[src/rtl/uart_rx.sv]
// uart_rx: oversampling UART receiver with start/stop validation and one-cycle strobes.
// Optional feature macro UART_RX_MAJORITY_EN: 2-of-3 majority vote around each sample point.
module uart_rx #(
  parameter int DATA_BITS = 16,
  parameter int STOP_BITS = 1,
  parameter     FIRST_BIT = "msb",
  parameter int BAUDRATE  = 115200,
  parameter int CLK_FREQ  = 75_000_000
) (
  input  logic                 clk,
  input  logic                 rst_n,
  input  logic                 rx,
  output logic                 rx_valid,
  output logic [DATA_BITS-1:0] rx_data,
  output logic                 frame_err,
  output logic                 busy
);

  localparam int CLKS_PER_BIT = CLK_FREQ / BAUDRATE;
  localparam int HALF_BIT     = CLKS_PER_BIT / 2;
  localparam int CNT_W        = $clog2(CLKS_PER_BIT) + 1;
  localparam int IDX_W        = $clog2(DATA_BITS + 1);
  localparam bit LSB_FIRST    = (FIRST_BIT == "lsb");

  // The voting build decides one cycle later; every later sample inherits that offset.
`ifdef UART_RX_MAJORITY_EN
  localparam int START_LAST = HALF_BIT;
`else
  localparam int START_LAST = HALF_BIT - 1;
`endif

  localparam logic [CNT_W-1:0] START_END = CNT_W'(START_LAST);
  localparam logic [CNT_W-1:0] BIT_END   = CNT_W'(CLKS_PER_BIT - 1);
  localparam logic [IDX_W-1:0] LAST_IDX  = IDX_W'(DATA_BITS - 1);
  localparam logic             LAST_STOP = 1'(STOP_BITS - 1);

  typedef enum logic [2:0] {IDLE, START, DATA, STOP, BREAK} state_t;

  state_t               state, state_n;
  logic [CNT_W-1:0]     cnt, cnt_n;
  logic [IDX_W-1:0]     idx, idx_n;
  logic                 stop_cnt, stop_n;
  logic [DATA_BITS-1:0] shift, shift_n;
  logic [DATA_BITS-1:0] data_n;
  logic                 valid_n, err_n;
  logic                 sync1, rx_s;
  logic                 sample;

  always_ff @(posedge clk) begin
    if (!rst_n) begin
      sync1 <= 1'b1;
      rx_s  <= 1'b1;
    end else begin
      sync1 <= rx;
      rx_s  <= sync1;
    end
  end

`ifdef UART_RX_MAJORITY_EN
  logic [1:0] hist;

  // hist[0] is the mid-point sample and hist[1] the one before it when a decision is taken.
  always_ff @(posedge clk) begin
    if (!rst_n) hist <= 2'b11;
    else        hist <= {hist[0], rx_s};
  end

  assign sample = (rx_s & hist[0]) | (rx_s & hist[1]) | (hist[0] & hist[1]);
`else
  assign sample = rx_s;
`endif

  always_ff @(posedge clk) begin
    if (!rst_n) begin
      state     <= IDLE;
      cnt       <= '0;
      idx       <= '0;
      stop_cnt  <= 1'b0;
      shift     <= '0;
      rx_data   <= '0;
      rx_valid  <= 1'b0;
      frame_err <= 1'b0;
    end else begin
      state     <= state_n;
      cnt       <= cnt_n;
      idx       <= idx_n;
      stop_cnt  <= stop_n;
      shift     <= shift_n;
      rx_data   <= data_n;
      rx_valid  <= valid_n;
      frame_err <= err_n;
    end
  end

  always_comb begin
    state_n = state;
    cnt_n   = cnt;
    idx_n   = idx;
    stop_n  = stop_cnt;
    shift_n = shift;
    data_n  = rx_data;
    valid_n = 1'b0;
    err_n   = 1'b0;
    case (state)
      IDLE: begin
        if (!rx_s) begin
          state_n = START;
          cnt_n   = '0;
        end
      end
      START: begin
        if (cnt == START_END) begin
          cnt_n = '0;
          if (!sample) begin
            state_n = DATA;
            idx_n   = '0;
          end else begin
            state_n = IDLE;
          end
        end else begin
          cnt_n = cnt + 1'b1;
        end
      end
      DATA: begin
        if (cnt == BIT_END) begin
          cnt_n = '0;
          if (LSB_FIRST) shift_n = (shift >> 1) | (DATA_BITS'(sample) << (DATA_BITS - 1));
          else           shift_n = (shift << 1) | DATA_BITS'(sample);
          if (idx == LAST_IDX) begin
            state_n = STOP;
            stop_n  = 1'b0;
          end else begin
            idx_n = idx + 1'b1;
          end
        end else begin
          cnt_n = cnt + 1'b1;
        end
      end
      STOP: begin
        if (cnt == BIT_END) begin
          cnt_n = '0;
          if (!sample) begin
            err_n   = 1'b1;
            state_n = BREAK;
          end else if (stop_cnt == LAST_STOP) begin
            data_n  = shift;
            valid_n = 1'b1;
            state_n = IDLE;
          end else begin
            stop_n = stop_cnt + 1'b1;
          end
        end else begin
          cnt_n = cnt + 1'b1;
        end
      end
      // A held-low line stays here so it reports one error rather than a stream of frames.
      BREAK: begin
        if (rx_s) state_n = IDLE;
      end
      default: state_n = IDLE;
    endcase
  end

  assign busy = (state != IDLE);

endmodule

[config.mk]
export PLATFORM = sky130hd
export DESIGN_NAME = uart_rx
export DESIGN_NICKNAME = d
export VERILOG_FILES = /design/src/rtl/uart_rx.sv
export SDC_FILE = /design/constraint.sdc
export NUM_CORES = 1
export LEC_CHECK = 0
export ABC_AREA = 1
export CAP_MARGIN = 10
export CORE_ASPECT_RATIO = 1.1
export CORE_UTILIZATION = 61
export DETAILED_ROUTE_END_ITERATION = 10
export GPL_TIMING_DRIVEN = 0
export MAX_ROUTING_LAYER = met4
export PLACE_DENSITY_LB_ADDON = 0.05
export SETUP_SLACK_MARGIN = 0.2
export SYNTH_ARGS = -nofsm -noshare
export SYNTH_HDL_FRONTEND = slang
export SYNTH_SLANG_ARGS = --single-unit
[constraint.sdc]
create_clock -name clk -period 4.2 [get_ports clk]
set_clock_uncertainty 0.15 [all_clocks]
set_input_delay 0.42 -clock clk [delete_from_list [all_inputs] [get_ports clk]]
set_output_delay 0.42 -clock clk [all_outputs]
set_load 0.05 [all_outputs]
* Word level (Yosys, flattened, before mapping) *
Cells that the tools add are included.

cells by class
  add/subtract/negate cells = 3
  equality and inequality tests = 17
  mux-type cells = 27
  bitwise gates (word level) = 2
  reductions and logical operators = 14

operators by type and width
  kind                                                                      number
  11-bit two-way mux                                                        3
  11-bit one-hot mux with 3 select lines                                    1
  3-bit two-way mux                                                         8
  5-bit two-way mux                                                         4
  2-bit inequality test (second input constant)                             9
  16-bit by 1-bit bitwise OR with 16-bit output                             1
  3-bit one-hot mux with 5 select lines                                     1
  11-bit by 1-bit adder with 11-bit output (second input constant)          1
  11-bit by 10-bit equality test with 1-bit output (second input constant)  1
  11-bit by 9-bit equality test with 1-bit output (second input constant)   1
  5-bit one-hot mux with 2 select lines                                     1
  5-bit AND reduction                                                       2
  4-bit AND reduction                                                       2
  1-bit two-way mux                                                         7
  7-bit AND reduction                                                       1
  3-bit by 2-bit equality test with 1-bit output (second input constant)    2
  3-bit nonzero test                                                        2
  5-bit by 1-bit adder with 5-bit output (second input constant)            1
  5-bit by 4-bit equality test with 1-bit output (second input constant)    1
  2-bit AND reduction                                                       2
  2-bit nonzero test                                                        2
  3-bit by 1-bit equality test with 1-bit output (second input constant)    1
  3-bit equality test (second input constant)                               1
  3-bit zero test                                                           1
  other kinds (7)                                                           7

storage, ports and cells
  flip-flop bits (word level) = 56
  bits of input ports = 3
  word-level logic and storage cells = 73

* Longest topological paths before layout *
  depth after elaboration = 5
  depth in mapped cells = 12
  gate-level depth less buffers = 12

* Worst setup path before layout *
Ideal clock, no wire load.

  kind = reg-to-reg
  from = reg state[2]
  to = reg cnt[6]
  setup time = 0.119 ns
  arrival time = 1.349 ns
  slack = 2.582 ns
  stages on the path, launching flop included = 8
  clock period less this slack = 1.618 ns
  cell sequence = dfxtp_1 nor2_2 nand2_2 nor2_2 nor2_4 inv_2 o21ai_2 nor2_1

on the way
  cells in the longest elaborated chain, start to end = 4
  elaborated cells between the ends (all ways) = 9
  classes of those cells = 4 x eq/ne; 1 x mux; 4 x reduce/logical

ends and longest elaborated chain
  what                                            line  text
  start: declaration                              39    state_t state, state_n;
  start signal: assignment                        84    state <= state_n;
  3-bit by 2-bit equality test with 1-bit output  104   case (state)
  2-bit OR reduction (no source line)             -
  3-bit nonzero test (no source line)             -
  2-bit AND reduction (no source line)            -
  end signal: assignment                          85    cnt <= cnt_n;
  end: declaration                                40    logic [CNT_W-1:0] cnt, cnt_n;

Several ways; a longest one is shown, not always the timed one.
A chain may end at the register's enable or synchronous reset.

* Final worst setup path *
  from = reg state[2]
  to = out busy

on the way
  cells in the longest elaborated chain, start to end = 1

ends and longest elaborated chain
  what                line  text
  3-bit nonzero test  164   assign busy = (state != IDLE);
  end: declaration    16    output logic busy

No other way between the ends.

==> results by group <==
Run status
  – Status: completed

Yosys
  – Top cells by area, synth: dfxtp_1, nor2_1, nand2_1
  – Synth unique cells: 29
  – Mapped Nets: 344
  – Number of synthesized flops with an enable pin: 0
  – Synthesized area: between 0.002 and 0.0025 mm²
  – Main synth FF type: dfxtp_1
  – Seq/Total Area, Yosys: ~45%
  – Flops & latches, synth: 55
  – Mapped Cells: approximately 340
  – Fraction of registers with async set or reset after synthesis: 0%
  – Synth Warn #: 0
  – Area share of the largest cell type after synthesis: 44.6%
  – Yosys top cell by area: dfxtp_1
  – Avg Cell Area, Syn: about 7.3 µm²

GRT
  – First-pass GRT wire length: 8.30 mm
  – Overflow after GRT: 0
  – Vias in the first global route: 1,880
  – Pin count of the biggest net entering global routing: 16
  – Antenna violations before repair: 0
  – Overall Global Routing Usage: between 20% and 30%

Pwr
  – Pwr Density: slightly above 400 mW/mm²
  – Max VDD drop: 0.325 mV
  – Leakage: between 1 and 1.5 nW
  – Total power: between 1 and 1.5 mW

Worst setup path
  – CP Depth: 3
  – Worst Path Buf+Inv: 1
  – CP cell instances: nor2_2, nand2_2, clkdlybuf4s50_1
  – CP Data Required Time: roughly 3600 ps
  – Max Fanout on Critical Path: 5
  – Worst r2r path cells: 10
  – Setup crit start kind: flip-flop
  – Crit path max-delay family: buffers and inverters
  – R2R Setup Slk: approximately 2400 ps
  – FF-to-FF End: rx_data[12]$_SDFFE_PN0P_
  – Setup CP Type: reg2out
  – Worst Setup SP: state[2]$_SDFFE_PN0P_
  – Crit-path slowest cell: clkdlybuf4s50_1
  – Reg2reg start: cnt[0]$_SDFFE_PN0P_
  – Crit path to: busy
  – Worst EP arrival: 1800 ps
  – Critical Path Max Stage Delay: 800 ps
  – CP Capture Type: output port

Die
  – Area of the die: 0.00430 mm²
  – Core box area: 0.00374 mm²
  – # rows: 23
  – Die W: 62.6 µm
  – Starting density of the core: 65.9%
  – I/O pin count: 22
  – Die Y: 68.7 µm

Placed design
  – # port buffers: 21
  – RD Place Congestion: 0.929
  – DP Area: ~0.0027 mm²
  – HPWL Detailed: 3.59 mm

Timing
  – Setup TNS: 0 ps
  – Fraction of the cycle the final worst path needs: between 50% and 60%
  – Max-slew violations: 0
  – Max Freq: roughly 420 MHz
  – Slew @ Worst Pin: between 500 and 600 ps
  – Slew margin rel.: between 60% and 70%
  – Final hold vios: 0
  – # setup viols final: 0
  – Final hold slack: ~290 ps
  – Min Tclk post-route: around 2400 ps
  – RSZ-0062 raised after global routing: no

Detailed routing
  – Detailed Route WL: around 5 mm
  – Drc violations: 0
  – Vias: approximately 2,200
  – Post-route ant nets: 0
  – Pre-antenna DRT Iters: 4
  – Wirelength per Cell: ~12 µm
  – Vias per cell: slightly above 5
  – DRT iter0 DRCs: 107

Finish
  – Commonest non-fill, non-tap cell in the layout: nor2_1
  – Final Cell Area: 0.00283 mm²
  – Antenna Cells: 0
  – Share of cells above drive strength 1: 11.5%
  – Commonest cells after routing, fill and taps aside: nor2_1, dfxtp_1, nand2_1
  – Area Growth Syn to Fin: 14.6%
  – Final net count: approximately 370

CTS
  – H-tree depth: 2
  – Clk slew on worst S/H paths: around 90 ps
  – Gates resized, CTS repair: 0
  – Setup Fix Bufs, Post-CTS: 0
  – Longest Clk Path Bufs: 2
  – Clk root buf: clkbuf_8
  – CTS Hold Bufs: 0
  – CTS tree: done
  – Total clock sinks: 55
  – Worst-skew pair later-pin latency: 310 ps
  – CTS Buf Count: 5

Run
  – Max cap viols: 0

Min path
  – Worst hold path type: reg2reg
-- cells in the mapped netlist, types with 4 or more instances --
master / n
a21oi_1: 11
o21ai_0: 26
inv_1: 24
nand2_1: 44
nor3_1: 4
buf_2: 4
nor2_2: 5
nor2_4: 5
dfxtp_1: 55
inv_2: 7
nand2_2: 5
nand3_1: 16
nor2_1: 87
o21ai_1: 14
ha_1: 5
clkbuf_1: 4
nand4_1: 4
-- final cells by class --
cell class                      count  area, µm²
Multi-Input combinational cell    240       1190
Inverter                           31        116
Tap cell                           50       62.6
Fill cell                         303        915
Buffer                             10       53.8
Timing Repair Buffer               21        210
Clock buffer                        6       82.6
Sequential cell                    55       1100
Clock inverter                      1       5.00
-- registers in the layout, summed over array words and instances (netlist names) --
| name | count |
|---|---|
| rx_data | 16 |
| shift | 16 |
| idx | 5 |
| frame_err | 1 |
| rx_valid | 1 |
| cnt | 11 |
| sync1 | 1 |
| state | 3 |
| rx_s | 1 |
-- power by group --
| part | switching, mW | leakage (nW) | internal [mW] | total (mW) |
|---|---|---|---|---|
| clock network | 0.163 | 0.0470 | 0.130 | 0.293 |
| registers | 0.0189 | 0.444 | 0.538 | 0.557 |
| logic | 0.230 | 0.752 | 0.0844 | 0.315 |
-- per-layer routing --
metal | GRT usage (%) | wire (µm)
met1 | 29.8 | 2330
met2 | 44.4 | 2390
met3 | 4.44 | 141
met4 | 9.30 | 69
met5 | - | 0
-- through the flow --
stage | util (%) | std cells | worst slack (ps)
global placement | 73.2 | 407 | 2170
global route | 75.6 | 414 | 1750
CTS | 75.6 | 414 | 1820
floorplan | - | 336 | 2580
finish | 75.6 | 414 | 1830
detailed placement | 73.2 | 407 | 2170
-- kinds of logic (layout without fill, tap and decap cells) --
logic type / count (synthesis) / after routing / share of synthesized area (%)
xor gates and xnor gates: 2 / 2 / 0.710
DFF: 55 / 55 / 44.6
AOI/OAI and AO/OA: 56 / 56 / 11.9
buffers and inverters: 41 / 69 / 6.90
and+or+nand+nor: 177 / 177 / 33.3
adders and majority gates: 5 / 5 / 2.54
-- how the worst min path moves through the flow --
| stage | from | end | cells after the start |
|---|---|---|---|
| finish | sync1$_SDFF_PN1_ | rx_s$_SDFF_PN1_ | 1 |
| global route | sync1$_SDFF_PN1_ | rx_s$_SDFF_PN1_ | 1 |
| CTS | sync1$_SDFF_PN1_ | rx_s$_SDFF_PN1_ | 1 |
| detailed placement | sync1$_SDFF_PN1_ | rx_s$_SDFF_PN1_ | 1 |
| global placement | sync1$_SDFF_PN1_ | rx_s$_SDFF_PN1_ | 1 |
| floorplan | sync1$_SDFF_PN1_ | rx_s$_SDFF_PN1_ | 1 |
(Power assumes the default switching activity.)
